### config.mk
export PLATFORM = sky130hd
export DESIGN_NAME = truth_table_scanner
export DESIGN_NICKNAME = d
export VERILOG_FILES = /design/src/rtl/truth_scan_pkg.sv /design/src/rtl/settle_timer.sv /design/src/rtl/truth_table_scanner.sv
export SDC_FILE = /design/constraint.sdc
export NUM_CORES = 1
export LEC_CHECK = 0
export ABC_CLOCK_PERIOD_IN_PS = 3750
export CAP_MARGIN = 20
export CORE_UTILIZATION = 40
export CTS_BUF_LIST = sky130_fd_sc_hd__clkbuf_4
export CTS_CLUSTER_SIZE = 28
export DETAILED_ROUTE_END_ITERATION = 8
export GPL_TIMING_DRIVEN = 0
export RECOVER_POWER = 100
export SYNTH_ARGS = -nofsm -noshare
export SYNTH_HDL_FRONTEND = slang
export SYNTH_HIERARCHICAL = 1
export SYNTH_SLANG_ARGS = --single-unit
### constraint.sdc
create_clock -name clk -period 3.75 [get_ports clk]
set_input_delay 1.125 -clock clk [delete_from_list [all_inputs] [get_ports clk]]
set_output_delay 1.125 -clock clk [all_outputs]
set_load 0.02 [all_outputs]
### src/rtl/truth_scan_pkg.sv
// Shared types and constants for the truth-table scanner: FSM states,
// vector/table widths and the input-vector-to-index mapping.
package truth_scan_pkg;

    localparam int unsigned IDX_W     = 5;
    localparam int unsigned TABLE_W   = 32;
    localparam int unsigned VEC_COUNT = 32;
    localparam int unsigned MCNT_W    = 6;

    typedef enum logic [1:0] {
        IDLE,
        SETTLE,
        SAMPLE,
        DONE
    } state_e;

    // Vector index k = 16*s + 8*a + 4*b + 2*c + d
    function automatic logic [IDX_W-1:0] vec_to_idx(input logic s, input logic a,
                                                    input logic b, input logic c,
                                                    input logic d);
        return {s, a, b, c, d};
    endfunction

endpackage

### src/rtl/settle_timer.sv
// Settle-time down-counter: loads SETTLE_CYCLES-1, decrements on request,
// and flags zero so the scanner knows the current vector has settled.
module settle_timer #(
    parameter int unsigned SETTLE_CYCLES = 4,
    parameter int unsigned CNT_W         = 3
) (
    input  logic clk,
    input  logic rst,
    input  logic load,
    input  logic dec,
    output logic zero_c
);

    logic [CNT_W-1:0] cnt;

    always_ff @(posedge clk or posedge rst) begin
        if (rst) begin
            cnt <= '0;
        end else if (load) begin
            cnt <= CNT_W'(SETTLE_CYCLES - 1);
        end else if (dec && cnt != '0) begin
            cnt <= cnt - CNT_W'(1);
        end
    end

    assign zero_c = (cnt == '0);

endmodule

### src/rtl/truth_table_scanner.sv
// Walks all 32 {s,a,b,c,d} vectors through the logic cone, samples o after a
// settle delay, and compares the captured truth table with a latched mask.
module truth_table_scanner
    import truth_scan_pkg::*;
#(
    parameter int unsigned SETTLE_CYCLES = 4,
    parameter int unsigned CNT_W         = 3
) (
    input  logic               clk,
    input  logic               rst,
    input  logic               start,
    input  logic [TABLE_W-1:0] expected,
    input  logic               o,
    output logic               a,
    output logic               b,
    output logic               c,
    output logic               d,
    output logic               s,
    output logic               busy,
    output logic               done,
    output logic [TABLE_W-1:0] table_out,
    output logic [MCNT_W-1:0]  mismatch_cnt,
    output logic               pass
);

    localparam logic [IDX_W-1:0] LAST_IDX = IDX_W'(VEC_COUNT - 1);

    state_e             state;
    logic [IDX_W-1:0]   idx;
    logic [TABLE_W-1:0] exp_q;
    logic               load_c;
    logic               dec_c;
    logic               zero_c;

    // Stimulus comes straight off the index register
    assign {s, a, b, c, d} = idx;

    assign load_c = (state == IDLE && start) || (state == SAMPLE && idx != LAST_IDX);
    assign dec_c  = (state == SETTLE);

    settle_timer #(
        .SETTLE_CYCLES(SETTLE_CYCLES),
        .CNT_W        (CNT_W)
    ) u_settle_timer (
        .clk   (clk),
        .rst   (rst),
        .load  (load_c),
        .dec   (dec_c),
        .zero_c(zero_c)
    );

    always_ff @(posedge clk or posedge rst) begin
        if (rst) begin
            state        <= IDLE;
            idx          <= '0;
            exp_q        <= '0;
            busy         <= 1'b0;
            done         <= 1'b0;
            table_out    <= '0;
            mismatch_cnt <= '0;
            pass         <= 1'b0;
        end else begin
            done <= 1'b0;
            case (state)
                IDLE: begin
                    if (start) begin
                        exp_q        <= expected;
                        table_out    <= '0;
                        mismatch_cnt <= '0;
                        pass         <= 1'b0;
                        idx          <= '0;
                        busy         <= 1'b1;
                        state        <= SETTLE;
                    end
                end
                SETTLE: begin
                    if (zero_c) begin
                        state <= SAMPLE;
                    end
                end
                SAMPLE: begin
                    table_out[idx] <= o;
                    if (o != exp_q[idx]) begin
                        mismatch_cnt <= mismatch_cnt + MCNT_W'(1);
                    end
                    if (idx == LAST_IDX) begin
                        busy  <= 1'b0;
                        done  <= 1'b1;
                        state <= DONE;
                    end else begin
                        idx   <= idx + IDX_W'(1);
                        state <= SETTLE;
                    end
                end
                DONE: begin
                    // mismatch_cnt already includes the final sample here
                    pass  <= (mismatch_cnt == '0);
                    idx   <= '0;
                    state <= IDLE;
                end
                default: state <= IDLE;
            endcase
        end
    end

endmodule

# [Yosys cells after proc, flatten, opt, wreduce, memory -nomap -nowiden]
# Index checks and enable logic that the tools add are counted.
[totals] in_bits=36 ff_bits=83 output_inout_bits=46
[classes] n_addsub=3 n_eq_ne=11 muxes=26 order_cmp=2 n_reduce_logical=20
[op_table] operator="$pmux W32 S2" count=1
[op_table] operator="$bwmux W32" count=1
[op_table] operator="$mux W32" count=1
[op_table] operator="$pmux W5 S3" count=1
[op_table] operator="$mux W6" count=2
[op_table] operator="$pmux W6 S2" count=1
[op_table] operator="$mux W5" count=2
[op_table] operator="$reduce_and A3 Y1" count=3
[op_table] operator="$pmux W2 S4" count=1
[op_table] operator="$reduce_and A2 Y1" count=4
[op_table] operator="$mux W1" count=7
[op_table] operator="$add A6 B1 Y6 const B" count=1
[op_table] operator="$logic_not A6 Y1" count=1
[op_table] operator="$lt A5 B6 Y1 const B" count=1
[op_table] operator="$mux W2" count=3
[op_table] operator="$mux W3" count=2
[op_table] operator="$ne A2 B2 Y1 const B" count=3
[op_table] operator="$reduce_bool A2 Y1" count=3
[op_table] operator="$reduce_bool A3 Y1" count=2
[op_table] operator="$add A5 B1 Y5 const B" count=1
[op_table] operator="$bmux W1 S5" count=1
[op_table] operator="$demux W1 S5" count=1
[op_table] operator="$eq A5 B5 Y1 const B" count=1
[op_table] operator="$ge A5 B1 Y1 const B" count=1
[op_table] operator="other kinds (11)" count=17

# [Longest topological paths before layout]
# Gate-level depths: netlist of the first run.
[depth] ltp_word=6 mapped_depth=9

# [Hierarchy]
# The synthesis of the first run kept the hierarchy.
[by_module_without_submodules] module="truth_table_scanner" cells_per_inst=406 n_inst=1 area_per_inst_um2=4035.1 seq_area_each_um2=2001.9
[by_module_without_submodules] module="settle_timer" cells_per_inst=18 n_inst=1 area_per_inst_um2=186.4 seq_area_each_um2=75.1

# [Worst setup path before layout of the first run]
# OpenSTA, ideal clock, no wires.
[synth_timing] path_kind="input to register" from="input port start" to="register u_settle_timer.cnt[2]" n_path_buf=3 arrival_ps=2821 cell_stages=8 required_time_ps=3654 setup_time_ps=96 path_slack_ps=833 path_cell_list="nand2b_1 clkbuf_1 or2_2 clkbuf_1 clkbuf_1 o21ai_0 or4b_1 o31ai_1"
[synth_via] elab_chain_len=3 word_cells_on_any_way=4 classes_between="mux (1); reduce/logical (3)"
[synth_rtl] element="start: declaration" line="truth_table_scanner.sv:11" text="input logic start,"
[synth_rtl] element="$logic_and A1 B1 Y1 (*)" line="truth_table_scanner.sv:38" text="assign load_c = (state == IDLE && start) || (state == SAMPLE && idx != LAST_IDX);"
[synth_rtl] element="$logic_or A1 B1 Y1 (*)" line="truth_table_scanner.sv:38"
[synth_rtl] element="named net load_c" line="truth_table_scanner.sv:31" text="logic load_c;"
[synth_rtl] element="$mux W3 or $reduce_bool A2 Y1 (tied branches)"
[synth_rtl] element="end signal: assignment" line="settle_timer.sv:20" text="cnt <= CNT_W'(SETTLE_CYCLES - 1);"
[synth_rtl] element="end signal: assignment" line="settle_timer.sv:22" text="cnt <= cnt - CNT_W'(1);"
[synth_rtl] element="end: declaration" line="settle_timer.sv:14" text="logic [CNT_W-1:0] cnt;"
# Mark *: on every way through the listed nets, which the timed path passes. The rest lies on a longest branch.
# A chain may end at the register's enable or synchronous reset.

# [Worst setup path after layout of the first run]
# Same ends and word-level chain as after synthesis.

==> results of run 1 <==
-- sequential cells by signal, indices dropped and copies added (netlist names) --
register / flops
busy: 1
done: 1
exp_q: 32
idx: 5
mismatch_cnt: 6
pass: 1
state: 2
table_out: 32
u_settle_timer/cnt: 3
-- layer usage --
metal	wire (µm)	vias to the layer above	GRT usage, %
met5	0	-	0
met1	4850	1616	27.1
met3	410	13	2.99
li1	-	1702	-
met2	4780	89	30.6
met4	159	0	7.24
-- final cells by class --
type,count,area (µm²)
Fill cell,977,4890
Sequential cell,83,2080
Multi-Input combinational cell,296,1900
Timing Repair Buffer,82,838
Tap cell,136,170
Buffer,32,164
Clock inverter,6,111
Clock buffer,10,75.1
Inverter,13,50.0
-- critical path, delay by kind of cell --
family | cells | cell delay (ps)
AND/OR/NAND/NOR | 3 | 820
buffers and inverters | 4 | 1440
AO/OA/AOI/OAI | 2 | 390
-- Yosys cell counts, types with 4 or more instances --
library cell / count / area share (%)
clkbuf_1: 23 / 2.0
dfrtp_1: 83 / 49
ha_1: 9 / 2.7
inv_1: 12 / 1.1
mux2i_1: 25 / 5.9
nand2_1: 115 / 10
nand3_1: 9 / 1.1
nand3b_1: 8 / 1.4
nor2_1: 6 / 0.53
nor2b_1: 4 / 0.59
o211ai_1: 32 / 5.7
o21ai_0: 6 / 0.71
o221ai_2: 5 / 1.8
o31ai_1: 33 / 5.9
or3_1: 4 / 0.59
or3b_1: 7 / 1.5
-- cell families (layout without fill, tap and decap cells) --
kind of cell,after synthesis,count (layout)
flip-flops,83,83
XOR/XNOR,2,2
AO/OA/AOI/OAI,92,92
buffers and inverters,45,143
AND/OR/NAND/NOR,168,168
adder cells (fa/ha/maj),9,9
multiplexers,25,25
-- how the worst max path moves through the flow --
stage / slack (ps) / end
floorplan: 570 / busy$_DFFE_PP0P_
global placement: -810 / exp_q[21]$_DFFE_PP0P_
detailed placement: -220 / u_settle_timer/cnt[2]$_DFFE_PP0P_
CTS: 250 / u_settle_timer/cnt[2]$_DFFE_PP0P_
global route: 150 / u_settle_timer/cnt[2]$_DFFE_PP0P_
finish: 320 / u_settle_timer/cnt[2]$_DFFE_PP0P_
-- stage by stage --
stage | setup WS (ps) | hold slack (ps) | area (µm²)
3_3_place_gp | -811 | 458 | 5200
6_report | 318 | 491 | 5380
2_1_floorplan | 573 | 445 | 4220
4_1_cts | 246 | 495 | 5420
5_1_grt | 153 | 513 | 5380
3_5_place_dp | -221 | 462 | 5230
-- power groups by stage --
| stage | clock (µW) | sequential (µW) | combinational (µW) |
|---|---|---|---|
| 3_5_place_dp | 0 | 1310 | 1030 |
| 2_1_floorplan | 0 | 1350 | 624 |
| 5_1_grt | 717 | 1320 | 1110 |
| 3_3_place_gp | 0 | 1300 | 1010 |
| 6_report | 667 | 1280 | 991 |
| 4_1_cts | 680 | 1290 | 1040 |
-- layout by cell type, fill, tap and decap left out, types with 4 or more instances in the layout --
cell type / instances
clkbuf_1: 25
clkbuf_4: 10
clkdlybuf4s50_1: 34
dfrtp_1: 83
dlygate4sd3_1: 47
ha_1: 9
inv_1: 11
mux2i_1: 25
nand2_1: 115
nand3_1: 9
nand3b_1: 8
nor2_1: 6
nor2b_1: 4
o211ai_1: 32
o21ai_0: 6
o221ai_1: 4
o221ai_2: 4
o31ai_1: 33
or3_1: 4
or3b_1: 7
==> summary.md, run 1 <==
| Metric | Value |
|---|---|
| Crit Path Max Fanout | `10` |
| Largest net degree at the start of global routing | `53` |
| Fin util | `52.4%` |
| H-tree depth | `3` |
| RSZ-0062 raised after global routing | `false` |
| Synth Flop Type | `dfrtp_1` |
| Setup_tns | `0 ps` |
| Initial antenna violation count | `0` |
| Switch share | `34.4%` |
| Pwr Density | `546 nW/µm²` |
| R2r endpoint | `u_settle_timer/cnt[2]$_DFFE_PP0P_` |
| Status | `finished clean` |
| Detail Route Antenna Nets | `0` |
| CTS buffer count | `9` |
| Adder-Cell Fraction of Synth Area | `2.67%` |
| DP HPWL | `7.42 mm` |
| Syn_nets | `469` |
| CTS tree | `built` |
| Min Tclk post-route | `3430 ps` |
| Max clock buf depth | `2` |
| Dpl cells | `642` |
| Setup Buffers After CTS | `0` |
| Slowest-stage cell, CP | `or4b_1` |
| Clock skew | `26.0 ps` |
| Worst slew pin tran | `1380 ps` |
| I/O pin total | `82` |
| Ys async rst share | `100%` |
| Largest stage delay, worst path | `580 ps` |
| Synth cell types | `43` |
| DIE AREA | `11000 µm²` |
| Clk Latency, worst-skew pair | `430 ps` |
| DR iter-0 viols | `152` |
| Syn avg cell area | `9.96 µm²` |
| Root buf cell | `clkbuf_4` |
| First-pass GRT wire length | `17.0 mm` |
| Total internal power | `1930 µW` |
| CTS clock-pin slew for the worst setup and hold paths | `140 ps` |
| Max VDD drop | `0.222 mV` |
| Worst Hold End | `exp_q[14]$_DFFE_PP0P_` |
| ANT cells | `0` |
| Via count | `3420` |
| Worst path cell trace | `clkdlybuf4s50_1 -> nand2b_1 -> clkbuf_1 -> or2_2 -> clkbuf_1 -> clkbuf_1 -> o21ai_0 -> or4b_1 -> o31ai_1` |
| Global Route Usage Sum | `19.4%` |
| Initial Util | `41.1%` |
| Mux cell area share after synthesis | `5.93%` |
| Setup crit start | `start` |
| Simple-Gate Fraction of Synth Area | `18.7%` |
| Critical path class | `in -> reg` |
| Hold path start | `exp_q[14]$_DFFE_PP0P_` |
| EDFF count, synth | `0` |
| Layout net count | `562` |
| Hold Path Class | `reg -> reg` |
| XOR/XNOR Fraction of Synth Area | `0.415%` |
| Total Wirelength | `10.2 mm` |
| Worst Hold Depth | `2` |
| # setup viols final | `0` |
| Slew headroom | `7.25%` |
| FMAX | `0.291 GHz` |
| R2R depth | `8` |
| Post-synthesis sequential area ratio | `49.2%` |
| Vias in the first global route | `3340` |
| Synthesis warning total | `6` |
| DR WL/cell | `15.5 µm` |
| Die extent in x | `105 µm` |
| 1st-pass router iterations | `4` |
| DRC | `0` |
| Die height | `105 µm` |
| Fin. max-slew vios | `0` |
| Buffers on Ports | `81` |
| Vias per cell | `5.20` |
| Flops & latches, synth | `83` |
| Tcrit/Tclk final | `91.5%` |
| Cell count after synthesis | `424` |
| Placer congestion estimate | `0.779` |
| Comb pwr share | `33.7%` |
| Fraction of layout cells with a size suffix above 1 | `6.90%` |
| LEAKAGE | `0.00243 µW` |
| R2r setup slk | `830 ps` |
| Finished Layout Cells | `658` |
| Sequential share of power | `43.6%` |
| Compound-gate portion of the synthesized area | `17.7%` |
| Combinational family with the most area after synthesis | `simple AND/OR/NAND/NOR gates` |
| Switching pwr | `1010 µW` |
| Area delta synth->final | `27.5%` |
| Critical path data arrival time | `3780 ps` |
| Post_cts resized | `0` |
| Final Power | `2940 µW` |
| Critical path's most frequent cell | `clkbuf_1` |
| Critical Path RT | `4100 ps` |
| Gr ovfl total | `0` |
| Worst Setup Start Kind | `input port` |
| Post-Syn Area | `4220 µm²` |
| Clock Sinks | `83` |
| Crit. End Element | `register` |
| Core area | `10300 µm²` |
| Clk pwr share | `22.7%` |
| Worst r2r src | `idx[2]$_DFFE_PP0P_` |
| Max Cap Viol | `0` |
| Post-CTS Hold Buffers | `0` |
| Row count | `37` |
| Final hold viol count | `0` |
(Power assumes the default switching activity.)
==> run 2: changes to the inputs <==
ABC_CLOCK_PERIOD_IN_PS = not set   (was 3750)
==> results of run 2 <==
Same layout as run 1: the final DEF is identical, and so are final timing and power.
==> run 3: changes to the inputs <==
CTS_CLUSTER_DIAMETER = 40   (was not set)
CTS_CLUSTER_SIZE = 12   (was 28)
==> results of run 3 <==
Same layout as run 1: the final DEF is identical, and so are final timing and power.
==> variant, RTL diff (flow settings as in run 1) <==
Encoding of `state_e`: now one-hot (4 bits for 4 states).
--- a/src/rtl/truth_scan_pkg.sv
+++ b/src/rtl/truth_scan_pkg.sv
@@ -7,11 +7,11 @@
     localparam int unsigned VEC_COUNT = 32;
     localparam int unsigned MCNT_W    = 6;
 
-    typedef enum logic [1:0] {
-        IDLE,
-        SETTLE,
-        SAMPLE,
-        DONE
+    typedef enum logic [3:0] {
+        IDLE   = 4'b0001,
+        SETTLE = 4'b0010,
+        SAMPLE = 4'b0100,
+        DONE   = 4'b1000
     } state_e;
 
     // Vector index k = 16*s + 8*a + 4*b + 2*c + d
Formal check against the unedited RTL: same outputs for any inputs over 10 cycles, from zero or initial values and one cycle with rst high; not proved beyond that.
==> variant against run 1 <==
The flow now finishes with violations (capacitance limit, slew limit). Final area up 1.0%. Via count shrank 0.58%. Fmax is 5.2% higher. Routed wire length down 3.3%. Worst setup slack improved by 170 ps. Global-route usage shrank 0.15 points. Sequential cell count up 2. Synthesized area grew 0.68%. Critical endpoint unchanged.
Power is not compared: it rests on default switching activity, and its combinational part moved more than twofold at a synthesized area within 25%.
==> variant: results (changes against run 1) <==
The flow ran to the end, but the final reports show violations. The final reports fail on capacitance limit, slew limit. The maximum number of pins on one net before global-route repair was 46 (was 53). The post-route clock skew is 26.23 ps (was 25.99 ps), and the distinct cell type count after synthesis is 53 (was 43). For the post-placement worst setup slack, the log shows 208.1 ps (was -220.7 ps). The logs give 565 (was 562) for the final net count and 16750 um (was 16960 um) for the global-route wire length before repair. The logs give 9850 um (was 10190 um) for the post-detailed-routing wire length and 976 (was 977) for the layout filler cell count.

The run gives 0.7628 (was 0.7794) as the global placement routability congestion. Detailed route wirelength on metal2: 4626 um (was 4775 um). The adder-cell area share of the yosys netlist was 2.649% (was 2.667%); the total half-perimeter wirelength after legalization and detailed placement was 7302 um (was 7421 um).

The run gives 4626 um (was 4845 um) as the met1 wire length. The xor and xnor fraction of the mapped netlist area was 0.2061% (was 0.4149%). Multiplexer area fraction after synthesis: 5.564% (was 5.928%). The logs give 19.29% (was 19.44%) for the total global routing track utilization and 1 (was 0) for the max-capacitance violation count.

The clock-pin slew of the registers on the worst-case setup and hold paths was 120 ps (was 140 ps). The routed via count divided by cell count is 5.152 (was 5.198), and the routed length on met3 is 438 um (was 410 um). The number of global-route vias before repair is 3373 (was 3340), and the number of max-slew violations in the final report is 38 (was 0).

Ratio of cells with drive above 1 in the final layout: 8.588% (was 6.897%).
## variant: stage by stage
step	setup TNS (ps)	total power [mW]	cells	util (%)
floorplan	0	1.140	427	-
global placement	-73810	1.278	644	50.67
detailed placement	0	1.288	645	50.96
CTS	0	1.944	660	52.70
global route	0	1.993	660	52.68
finish	0	1.908	660	52.68
## variant: cell type report
class                      count  share of cell area [%]
buffer                        29                   2.346
sequential                    85                   39.13
multi-input combinational    301                   35.84
timing repair buffer          82                   15.41
tap                          136                   3.129
inverter                      12                  0.8512
clock inverter                 6                   2.047
clock buffer                   9                   1.242
## variant: layer usage
| metal | global-route usage (%) | vias up |
|---|---|---|
| met5 | 0 | - |
| met4 | 7.243 | 0 |
| met3 | 3.369 | 14 |
| met2 | 31.22 | 88 |
| met1 | 25.85 | 1604 |
| li1 | - | 1694 |
## variant: worst max-delay path, cell delays in order
cell and delay, ps:
sky130_fd_sc_hd__dlygate4sd3_1 550, sky130_fd_sc_hd__nand3b_1 140, sky130_fd_sc_hd__or3_1 170, sky130_fd_sc_hd__clkbuf_1 440, sky130_fd_sc_hd__o21ai_0 460, sky130_fd_sc_hd__or4b_1 620, sky130_fd_sc_hd__o31ai_1 90
## variant: final timing paths
path / cells past startpoint / slack, ps / start / end
min: 2 / 490 / exp_q[4] / exp_q[4]
max reg2reg: 7 / 1210 / state[0] / u_settle_timer/cnt[2]
min in group asynchronous: 2 / 1040 / rst / u_settle_timer/cnt[2]
min reg2reg: 2 / 490 / exp_q[4] / exp_q[4]
max in group asynchronous: 3 / 1330 / rst / table_out[3]
max: 7 / 490 / start / u_settle_timer/cnt[2]
